===== src/rtl/img_pkg.sv =====
// Shared image-path types: sequencer states, pixel layout and width helper.
package img_pkg;

    localparam int BYTES_PER_PIX = 3;

    typedef enum logic [2:0] {
        IDLE,
        RD0,
        RD1,
        RD2,
        CAP,
        OUT,
        DONE
    } img_state_e;

    typedef struct packed {
        logic [7:0] r;
        logic [7:0] g;
        logic [7:0] b;
    } pixel_t;

    // Counter widths never collapse to zero for 1-pixel dimensions.
    function automatic int clog2_min1(input int n);
        return (n <= 1) ? 1 : $clog2(n);
    endfunction

endpackage


===== src/rtl/img_read_ctrl_if.sv =====
// Memory read port plus outgoing valid/ready pixel stream of the frame reader.
interface img_read_ctrl_if #(
    parameter int ADDR_W = 19,
    parameter int XW     = 9,
    parameter int YW     = 9
) ();
    logic              mem_en;
    logic [ADDR_W-1:0] mem_addr;
    logic [7:0]        mem_rdata;
    logic              pix_valid;
    logic              pix_ready;
    logic [7:0]        pix_r;
    logic [7:0]        pix_g;
    logic [7:0]        pix_b;
    logic [XW-1:0]     pix_x;
    logic [YW-1:0]     pix_y;
    logic              pix_last;

    modport master (
        output mem_en, mem_addr, pix_valid, pix_r, pix_g, pix_b, pix_x, pix_y, pix_last,
        input  mem_rdata, pix_ready
    );

    modport slave (
        input  mem_en, mem_addr, pix_valid, pix_r, pix_g, pix_b, pix_x, pix_y, pix_last,
        output mem_rdata, pix_ready
    );
endinterface


===== src/rtl/img_addr_gen.sv =====
// Multiplier-free pixel address walker: bottom-row-first memory, top-row-first output order.
// Registered counters, one step per accepted pixel; no internal backpressure.
module img_addr_gen
    import img_pkg::*;
#(
    parameter int WIDTH  = 500,
    parameter int HEIGHT = 333,
    parameter int ADDR_W = clog2_min1(BYTES_PER_PIX * WIDTH * HEIGHT),
    parameter int XW     = clog2_min1(WIDTH),
    parameter int YW     = clog2_min1(HEIGHT)
) (
    input  logic              clk,
    input  logic              rst_n,
    input  logic              load,
    input  logic              step,
    output logic [ADDR_W-1:0] addr,
    output logic [XW-1:0]     x,
    output logic [YW-1:0]     y,
    output logic              last
);
    localparam logic [ADDR_W-1:0] ROW_BYTES = ADDR_W'(BYTES_PER_PIX * WIDTH);
    localparam logic [ADDR_W-1:0] TOP_BASE  = ADDR_W'(BYTES_PER_PIX * WIDTH * (HEIGHT - 1));
    localparam logic [XW-1:0]     X_MAX     = XW'(WIDTH - 1);
    localparam logic [YW-1:0]     Y_MAX     = YW'(HEIGHT - 1);

    logic [ADDR_W-1:0] row_base;
    logic [ADDR_W-1:0] col_off;
    logic              row_end;

    assign row_end = (x == X_MAX);
    assign last    = row_end && (y == Y_MAX);
    assign addr    = row_base + col_off;

    always_ff @(posedge clk or negedge rst_n) begin
        if (!rst_n) begin
            row_base <= '0;
            col_off  <= '0;
            x        <= '0;
            y        <= '0;
        end else if (load) begin
            row_base <= TOP_BASE;
            col_off  <= '0;
            x        <= '0;
            y        <= '0;
        end else if (step && !last) begin
            // The final pixel leaves everything alone so row_base cannot underflow.
            if (row_end) begin
                row_base <= row_base - ROW_BYTES;
                col_off  <= '0;
                x        <= '0;
                y        <= y + YW'(1);
            end else begin
                col_off  <= col_off + ADDR_W'(BYTES_PER_PIX);
                x        <= x + XW'(1);
            end
        end
    end

endmodule


===== src/rtl/img_read_ctrl.sv =====
// Frame-read sequencer: three byte reads per pixel, R/G/B reassembly, raster-order stream.
// First pixel 5 cycles after start, 5 cycles/pixel; OUT holds until pix_ready.
module img_read_ctrl
    import img_pkg::*;
#(
    parameter int WIDTH  = 500,
    parameter int HEIGHT = 333,
    parameter int ADDR_W = clog2_min1(BYTES_PER_PIX * WIDTH * HEIGHT),
    parameter int XW     = clog2_min1(WIDTH),
    parameter int YW     = clog2_min1(HEIGHT)
) (
    input  logic              HCLK,
    input  logic              HRESETn,
    input  logic              start,
    img_read_ctrl_if.master   bus,
    output logic              busy,
    output logic              done
);
    img_state_e        state, state_nxt;
    pixel_t            pix_q;
    logic              armed;
    logic              load, step;
    logic              rd_phase;
    logic [ADDR_W-1:0] base_addr, rd_addr, addr_hold;
    logic [XW-1:0]     x;
    logic [YW-1:0]     y;
    logic              last;

    img_addr_gen #(
        .WIDTH (WIDTH),
        .HEIGHT(HEIGHT),
        .ADDR_W(ADDR_W),
        .XW    (XW),
        .YW    (YW)
    ) u_addr_gen (
        .clk  (HCLK),
        .rst_n(HRESETn),
        .load (load),
        .step (step),
        .addr (base_addr),
        .x    (x),
        .y    (y),
        .last (last)
    );

    assign rd_phase = (state == RD0) || (state == RD1) || (state == RD2);

    always_comb begin
        state_nxt = state;
        load      = 1'b0;
        step      = 1'b0;
        rd_addr   = base_addr;
        case (state)
            IDLE: begin
                // armed blocks a start seen on the very first edge after reset release.
                if (start && armed) begin
                    load      = 1'b1;
                    state_nxt = RD0;
                end
            end
            RD0:  state_nxt = RD1;
            RD1: begin
                rd_addr   = base_addr + ADDR_W'(1);
                state_nxt = RD2;
            end
            RD2: begin
                rd_addr   = base_addr + ADDR_W'(2);
                state_nxt = CAP;
            end
            CAP:  state_nxt = OUT;
            OUT: begin
                if (bus.pix_ready) begin
                    step      = 1'b1;
                    state_nxt = last ? DONE : RD0;
                end
            end
            DONE:    state_nxt = IDLE;
            default: state_nxt = IDLE;
        endcase
    end

    always_ff @(posedge HCLK or negedge HRESETn) begin
        if (!HRESETn) begin
            state     <= IDLE;
            armed     <= 1'b0;
            pix_q     <= '0;
            addr_hold <= '0;
        end else begin
            state <= state_nxt;
            armed <= 1'b1;
            if (rd_phase) addr_hold <= rd_addr;
            // Read data lags mem_en by one cycle, so each byte lands one state later.
            case (state)
                RD1:     pix_q.r <= bus.mem_rdata;
                RD2:     pix_q.g <= bus.mem_rdata;
                CAP:     pix_q.b <= bus.mem_rdata;
                default: ;
            endcase
        end
    end

    assign bus.mem_en    = rd_phase;
    assign bus.mem_addr  = rd_phase ? rd_addr : addr_hold;
    assign bus.pix_valid = (state == OUT);
    assign bus.pix_r     = pix_q.r;
    assign bus.pix_g     = pix_q.g;
    assign bus.pix_b     = pix_q.b;
    assign bus.pix_x     = x;
    assign bus.pix_y     = y;
    assign bus.pix_last  = (state == OUT) && last;
    assign busy          = (state != IDLE);
    assign done          = (state == DONE);

endmodule


===== src/flat_wrapper.sv =====
// flat-port wrapper written by rule: the top's interface ports become plain ports
module img_read_ctrl_flat import img_pkg::*;
#(
    parameter int WIDTH  = 500,
    parameter int HEIGHT = 333,
    parameter int ADDR_W = clog2_min1(BYTES_PER_PIX * WIDTH * HEIGHT),
    parameter int XW     = clog2_min1(WIDTH),
    parameter int YW     = clog2_min1(HEIGHT)
)
  (HCLK, HRESETn, start, busy, done, bus_mem_en, bus_mem_addr, bus_pix_valid, bus_pix_r, bus_pix_g, bus_pix_b, bus_pix_x, bus_pix_y, bus_pix_last, bus_mem_rdata, bus_pix_ready);
  img_read_ctrl_if #(.ADDR_W(ADDR_W), .XW(XW), .YW(YW)) bus_i ();
  input  logic HCLK;
  input  logic HRESETn;
  input  logic start;
  output logic busy;
  output logic done;
  output wire logic [$bits(bus_i.mem_en)-1:0] bus_mem_en;
  output wire logic [$bits(bus_i.mem_addr)-1:0] bus_mem_addr;
  output wire logic [$bits(bus_i.pix_valid)-1:0] bus_pix_valid;
  output wire logic [$bits(bus_i.pix_r)-1:0] bus_pix_r;
  output wire logic [$bits(bus_i.pix_g)-1:0] bus_pix_g;
  output wire logic [$bits(bus_i.pix_b)-1:0] bus_pix_b;
  output wire logic [$bits(bus_i.pix_x)-1:0] bus_pix_x;
  output wire logic [$bits(bus_i.pix_y)-1:0] bus_pix_y;
  output wire logic [$bits(bus_i.pix_last)-1:0] bus_pix_last;
  input wire logic [$bits(bus_i.mem_rdata)-1:0] bus_mem_rdata;
  input wire logic [$bits(bus_i.pix_ready)-1:0] bus_pix_ready;
  assign bus_mem_en = bus_i.mem_en;
  assign bus_mem_addr = bus_i.mem_addr;
  assign bus_pix_valid = bus_i.pix_valid;
  assign bus_pix_r = bus_i.pix_r;
  assign bus_pix_g = bus_i.pix_g;
  assign bus_pix_b = bus_i.pix_b;
  assign bus_pix_x = bus_i.pix_x;
  assign bus_pix_y = bus_i.pix_y;
  assign bus_pix_last = bus_i.pix_last;
  assign bus_i.mem_rdata = bus_mem_rdata;
  assign bus_i.pix_ready = bus_pix_ready;
  img_read_ctrl #(.WIDTH(WIDTH), .HEIGHT(HEIGHT), .ADDR_W(ADDR_W), .XW(XW), .YW(YW)) u_core (.HCLK(HCLK), .HRESETn(HRESETn), .start(start), .bus(bus_i), .busy(busy), .done(done));
endmodule

===== config.mk =====
export PLATFORM = sky130hd
export DESIGN_NAME = img_read_ctrl_flat
export DESIGN_NICKNAME = d
export VERILOG_FILES = /design/src/rtl/img_pkg.sv /design/src/rtl/img_read_ctrl_if.sv /design/src/rtl/img_addr_gen.sv /design/src/rtl/img_read_ctrl.sv /design/src/flat_wrapper.sv
export SDC_FILE = /design/constraint.sdc
export NUM_CORES = 1
export LEC_CHECK = 0
export ABC_AREA = 1
export BUFFER_PORTS_ARGS = -buffer_cell sky130_fd_sc_hd__clkbuf_2
export CORE_ASPECT_RATIO = 0.8
export CORE_UTILIZATION = 50
export DETAILED_ROUTE_END_ITERATION = 10
export MAX_ROUTING_LAYER = met4
export PLACE_DENSITY = 0.69
export SETUP_SLACK_MARGIN = 0.02
export SYNTH_ARGS = -nofsm -noshare
export SYNTH_HDL_FRONTEND = slang
export SYNTH_SLANG_ARGS = --single-unit

===== constraint.sdc =====
create_clock -name HCLK -period 5.73 [get_ports HCLK]
set_clock_uncertainty 0.1 [all_clocks]
set_input_delay 0.2865 -clock HCLK [delete_from_list [all_inputs] [get_ports HCLK]]
set_output_delay 0.2865 -clock HCLK [all_outputs]
set_load 0.005 [all_outputs]

## After elaboration in Yosys (flattened, before gate mapping)

Index checks and enable logic that the tools add are counted.

- ROM bits: 0
- Bits in latches: 0
- Memories: 0
- Flip-flop bits (word level): 103
- Memory bits (writable): 0
- Output and inout bits: 66
- Input port bits: 12

- Multiply operators: 0
- Divide/modulo/power cells: 0
- Add/sub/neg operators: 7
- Reductions and logical operators: 13
- $lt $le $gt $ge: 0
- Muxes and demuxes: 22
- Bitwise operators: 0
- Eq/ne operators: 10
- Shifts and indexed selects: 0

Operator list:

| cell | count |
|---|---|
| 19-bit 2-to-1 mux | 7 |
| 9-bit 2-to-1 mux | 6 |
| 19-bit by 2-bit adder with 19-bit output, second input constant | 2 |
| 19-bit one-hot mux with 2 select lines | 1 |
| 19-bit by 1-bit adder with 19-bit output, second input constant | 1 |
| 19-bit adder | 1 |
| 19-bit by 11-bit subtractor with 19-bit output, second input constant | 1 |
| 9-bit by 1-bit adder with 9-bit output, second input constant | 2 |
| 9-bit == test, second input constant | 2 |
| 3-bit one-hot mux with 6 select lines | 1 |
| 3-bit == test, second input constant | 3 |
| 3-bit 2-to-1 mux | 3 |
| 3-bit by 2-bit == test with 1-bit output, second input constant | 2 |
| 1-bit logical AND | 4 |
| 1-bit 2-to-1 mux | 4 |
| 2-bit by 1-bit != test with 1-bit output, second input constant | 2 |
| 2-bit AND reduction | 2 |
| 2-bit nonzero test | 2 |
| 3-bit by 1-bit == test with 1-bit output, second input constant | 1 |
| 3-bit zero test | 1 |
| 3-bit nonzero test | 1 |
| 1-bit logical OR | 2 |
| 1-bit zero test | 1 |

## Logic depth before layout (Yosys ltp)

- Depth after elaboration: 6
- Depth in mapped cells: 20

## Cells and area by module

Synthesis repeated with hierarchy kept, for this count alone.

- Cells, all modules: 1012
- Area total of the unflattened synthesis: 7031.7 um2

By module, submodules not included:

| module | cells each | times used | area each (um2) |
|---|---|---|---|
| img_addr_gen | 641 | 1 | 4276.6 |
| img_read_ctrl | 371 | 1 | 2755.1 |

## Least setup slack after synthesis

OpenSTA, ideal clock, no wires.

- Path kind: reg2out
- Start point: register u_core.u_addr_gen.col_off[2]
- End point: output port bus_mem_addr[13]
- Data required time: 5.344 ns
- Stages on the path, launching flop included: 12
- Data arrival time: 2.248 ns
- Setup slack: 3.096 ns
- Path through: dfrtp_1 -> ha_1 -> xor2_1 -> ha_1 -> and2_1 -> nand2_1 -> nor2_2 -> nand2_1 -> nor2_4 -> nand4_1 -> xor2_1 -> o21ai_0

- Word-level cells in the longest chain between the ends: 4
- Elaborated cells on any way between the ends: 5
- Those cells by class: 3 x add/sub; 2 x mux

Ends and longest elaborated chain:

| what | RTL line | source |
|---|---|---|
| start: declaration | img_addr_gen.sv:27 | `logic [ADDR_W-1:0] col_off;` |
| start signal: assignment | img_addr_gen.sv:53 | `col_off <= col_off + ADDR_W'(BYTES_PER_PIX);` |
| 19-bit adder * | img_addr_gen.sv:32 | `assign addr = row_base + col_off;` |
| 19-bit by 2-bit adder with 19-bit output / 19-bit by 1-bit adder with 19-bit output (equally long branches) | img_read_ctrl.sv:67, img_read_ctrl.sv:63 |  |
| 19-bit one-hot mux with 2 select lines * | img_read_ctrl.sv:53 | `case (state)` |
| 19-bit 2-to-1 mux * | img_read_ctrl.sv:103 | `assign bus.mem_addr = rd_phase ? rd_addr : addr_hold;` |
| end: declaration | flat_wrapper.sv:18 | `output wire logic [$bits(bus_i.mem_addr)-1:0] bus_mem_addr;` |

Every way passes the cells marked *; elsewhere a longest branch is shown, timed or not.

## Worst setup path after layout

- Start point: register u_core.u_addr_gen.col_off[6]
- End point: output port bus_mem_addr[18]

Same word-level chain as after synthesis.

==> results.sh <==
export IMPL_area_delta_synth_final_pct=13.65
export IMPL_die_h_um=104.0
export IMPL_pin_count=78
export IMPL_dieArea_sq_um=13470
export IMPL_dpl_cell_count=1163
export IMPL_clk_latency_ns=0.36
export IMPL_place_hpwl_um=12160
export IMPL_grt_pass1_wl_um=27280
export IMPL_synth_avg_cell_area_sq_um=7.028
export IMPL_track_usage_pct=26.46
export IMPL_grt_pass1_vias=5554
export IMPL_crit_path_start="u_core.u_addr_gen.col_off[6]"
export IMPL_tightest_slew_ns=0.8001
export IMPL_synth_fp_nets=961
export IMPL_fmax_mhz=280.6
export IMPL_globalRouteOverflowTotal=0
export IMPL_power_density_nw_per_um2=523.4
export IMPL_worst_path_buf_inv=3
export IMPL_clkPwrFrac_pct=16.4
export IMPL_top_usage_layer="met1"
export IMPL_htree_levels=3
export IMPL_nets=1040
export IMPL_numCtsBuffers=9
export IMPL_clk_path_buf_depth=2
export IMPL_seq_area_sq_um=2527
export IMPL_post_route_period_util_pct=62.20
export IMPL_vias=6138
export IMPL_die_width_um=129.5
export IMPL_cpPeakStageDelay_ns=0.45
export IMPL_hold_viol_final=0
export IMPL_crit_top_cell="nand2_1"
export IMPL_fillers=1208
export IMPL_synth_async_reset_ratio_pct=100.0
export IMPL_synth_seq_cells=101
export IMPL_power_leakage_nw=3.811
export IMPL_wire_per_inst_um=13.70
export IMPL_met2_usage_pct=37.10
export IMPL_synth_most_common_cell="nand2_1"
export IMPL_multi_input_area_sq_um=3372
export IMPL_syn_inst=925
export IMPL_hp_start="bus_mem_rdata[7]"
export IMPL_grtUsageMet1_pct=39.46
export IMPL_stdcell_count=1180
export IMPL_path_class="reg -> out"
export IMPL_r2r_start="u_core.state[0]"
export IMPL_hold_path_class="in -> reg"
export IMPL_postRouteAntennaNets=0
export IMPL_finalSetupViolCount=0
export IMPL_min_period_ns=3.564
export IMPL_end_kind="output pin"
export IMPL_rows=36
export IMPL_cp_data_required_time_ns=5.34
export IMPL_initial_core_util_pct=52.29
export IMPL_via_per_inst=5.202
export IMPL_rsz0062_at_grt="false"
export IMPL_firstDrtPassIters=7
export IMPL_drt_wl_total_um=16170
export IMPL_cts_sinks=101
export IMPL_synthTopCellsByCount="nand2_1, inv_1, dfrtp_1, nor2_1, nand3_1"
export IMPL_crit_path_max_fanout=6
export IMPL_clk_pin_slew_ns=0.08
export IMPL_cts_setup_buffers=0
export IMPL_peakVddDrop_mv=0.2738
export IMPL_port_buffers=77
export IMPL_grt_max_degree=62
export IMPL_synth_edff_count=0
export IMPL_combPwrFrac_pct=54.1
export IMPL_drt_iter0_markers=428
export IMPL_ys_warnings_count=0
export IMPL_ys_types=41
export IMPL_ys_seq_area_share_pct=38.88
export IMPL_drive_gt1_share_pct=14.57
export IMPL_path_cells="ha_1 -> nand2_1 -> inv_1 -> a21oi_1 -> nand2_1 -> nand2_1 -> nand2_1 -> nand2_1 -> nand2_1 -> nor2_1 -> nand3_1 -> nor2_2 -> nand2_1 -> nand2_1 -> nand3_1 -> nand3_1 -> nand2_1 -> inv_1 -> clkbuf_2"
export IMPL_slew_headroom_pct=46.46
export IMPL_path_delay_family="simple AND/OR/NAND/NOR gates"
export IMPL_ys_flop_type="dfrtp_1"
export IMPL_fin_setup_tns_ns=0
export IMPL_num_antenna_cells=0
export IMPL_gp_congestion=0.9392
export IMPL_cp_slowest_cell="dfrtp_1"
export IMPL_drc=0
export IMPL_cts_tree="done"
export IMPL_p_int_w=0.001984
export IMPL_netSwitchingPower_w=0.001883
export IMPL_use_met3_pct=4.270
export IMPL_grt_antenna_before_repair=0
export IMPL_pwr_share_seq_pct=29.5
export IMPL_final_max_slew_viol_count=0
export IMPL_root_buffer="clkbuf_16"
export IMPL_synthTopCellsByArea="dfrtp_1, nand2_1, inv_1"
export IMPL_synth_top_area_share_pct=38.88
export IMPL_yosysTopAreaCell="dfrtp_1"
export IMPL_status="complete, no violations"
export IMPL_switching_share_pct=48.70
export IMPL_netlist_area_sq_um=6501
export IMPL_coreArea_sq_um=12430
export IMPL_max_cap_violations=0
export IMPL_startpoint_type="flip-flop"
export IMPL_cp_arrival_ns=3.18
layer usage:
layer / share of wire, % / up-vias
met2: 42 / 165
met1: 52 / 2816
li1: - / 3145
met3: 4.9 / 12
met4: 1.1 / 0
met5: 0 / -
path summary, 6_finish.rpt:
path / cells after the start / slack [ns] / end
min: 3 / 0.09 / u_core.bus.pix_r[7]
min in group asynchronous: 2 / 0.34 / u_core.u_addr_gen.row_base[11]
max reg2reg: 12 / 2.65 / u_core.u_addr_gen.row_base[14]
max: 19 / 2.17 / bus_mem_addr[18]
max in group asynchronous: 3 / 4.04 / u_core.bus.pix_g[4]
min reg2reg: 2 / 0.39 / u_core.addr_hold[14]
flip-flops by register name, indices dropped and copies added (netlist names):
name / flops
u_core.addr_hold: 19
u_core.armed: 1
u_core.bus.pix_b: 8
u_core.bus.pix_g: 8
u_core.bus.pix_r: 8
u_core.state: 3
u_core.u_addr_gen.col_off: 19
u_core.u_addr_gen.row_base: 17
u_core.u_addr_gen.x: 9
u_core.u_addr_gen.y: 9
worst reg2reg max path, delay by kind of cell (launching register included):
kind            cells  cell delay, ns
compound gates      2            0.17
buf+inv             2            0.67
flops               1            0.47
simple gates        8            1.52
metrics by stage:
step | utilization, % | hold WS [ns] | instance area [sq um] | power (W) | setup slack [ns]
after floorplan | - | -0.1091 | 6501 | 0.002528 | 3.096
after global placement | 56.82 | 0.2078 | 7064 | 0.003203 | 2.600
after detailed placement | 56.82 | 0.2036 | 7064 | 0.003220 | 2.615
after CTS | 59.43 | 0.08678 | 7388 | 0.003868 | 2.219
after global routing | 59.43 | 0.09744 | 7388 | 0.004227 | 1.848
final | 59.43 | 0.08705 | 7388 | 0.003867 | 2.166
layout make-up:
| cell class | count | area share [%] |
|---|---|---|
| Clock buffer | 9 | 3.048 |
| Clock inverter | 7 | 1.202 |
| Inverter | 146 | 7.417 |
| Multi-Input combinational cell | 666 | 45.64 |
| Sequential cell | 101 | 34.21 |
| Tap cell | 171 | 2.896 |
| Timing Repair Buffer | 80 | 5.588 |
repair_timing:
| action | 4_1_cts | 5_1_grt |
|---|---|---|
| resized for setup | 0 | 0 |
| hold buffers | 1 | 0 |
| hold endpoints to repair | 40 | 0 |
layout by cell type, fill, tap and decap left out, types with 4 or more instances in the layout:
cell type	count
clkbuf_16	9
nor2_1	74
o31ai_1	4
clkbuf_2	76
o21ai_1	14
nor2_4	6
inv_1	133
and2_1	6
nor3_1	22
dfrtp_1	101
nor4_1	4
a31oi_1	6
inv_2	12
nand2_1	252
nand4_1	20
a21oi_1	47
nor2_2	10
nand3_1	62
nand2_2	13
ha_1	24
o21ai_0	59
nor3_2	5
xor2_1	11
power groups by stage:
stage | clock (W) | sequential (W) | combinational, W
floorplan | 0 | 0.00112 | 0.00141
global placement | 0 | 0.00115 | 0.00206
detailed placement | 0 | 0.00115 | 0.00207
CTS | 0.000646 | 0.00114 | 0.00208
global route | 0.000678 | 0.00118 | 0.00237
finish | 0.000636 | 0.00114 | 0.00209
cell families (layout without fill, tap and decap cells):
| group | Yosys count | in the layout | share of synthesized area [%] |
|---|---|---|---|
| adder cells (fa/ha/maj) | 24 | 24 | 4.619 |
| buffers and inverters | 158 | 242 | 9.257 |
| AND/OR/NAND/NOR | 484 | 484 | 33.60 |
| XOR/XNOR | 12 | 12 | 1.617 |
| flip-flops | 101 | 101 | 38.88 |
| other | 2 | 2 | 0.1155 |
| AO/OA/AOI/OAI | 144 | 144 | 11.91 |
Power figures use the tool's default switching activity.
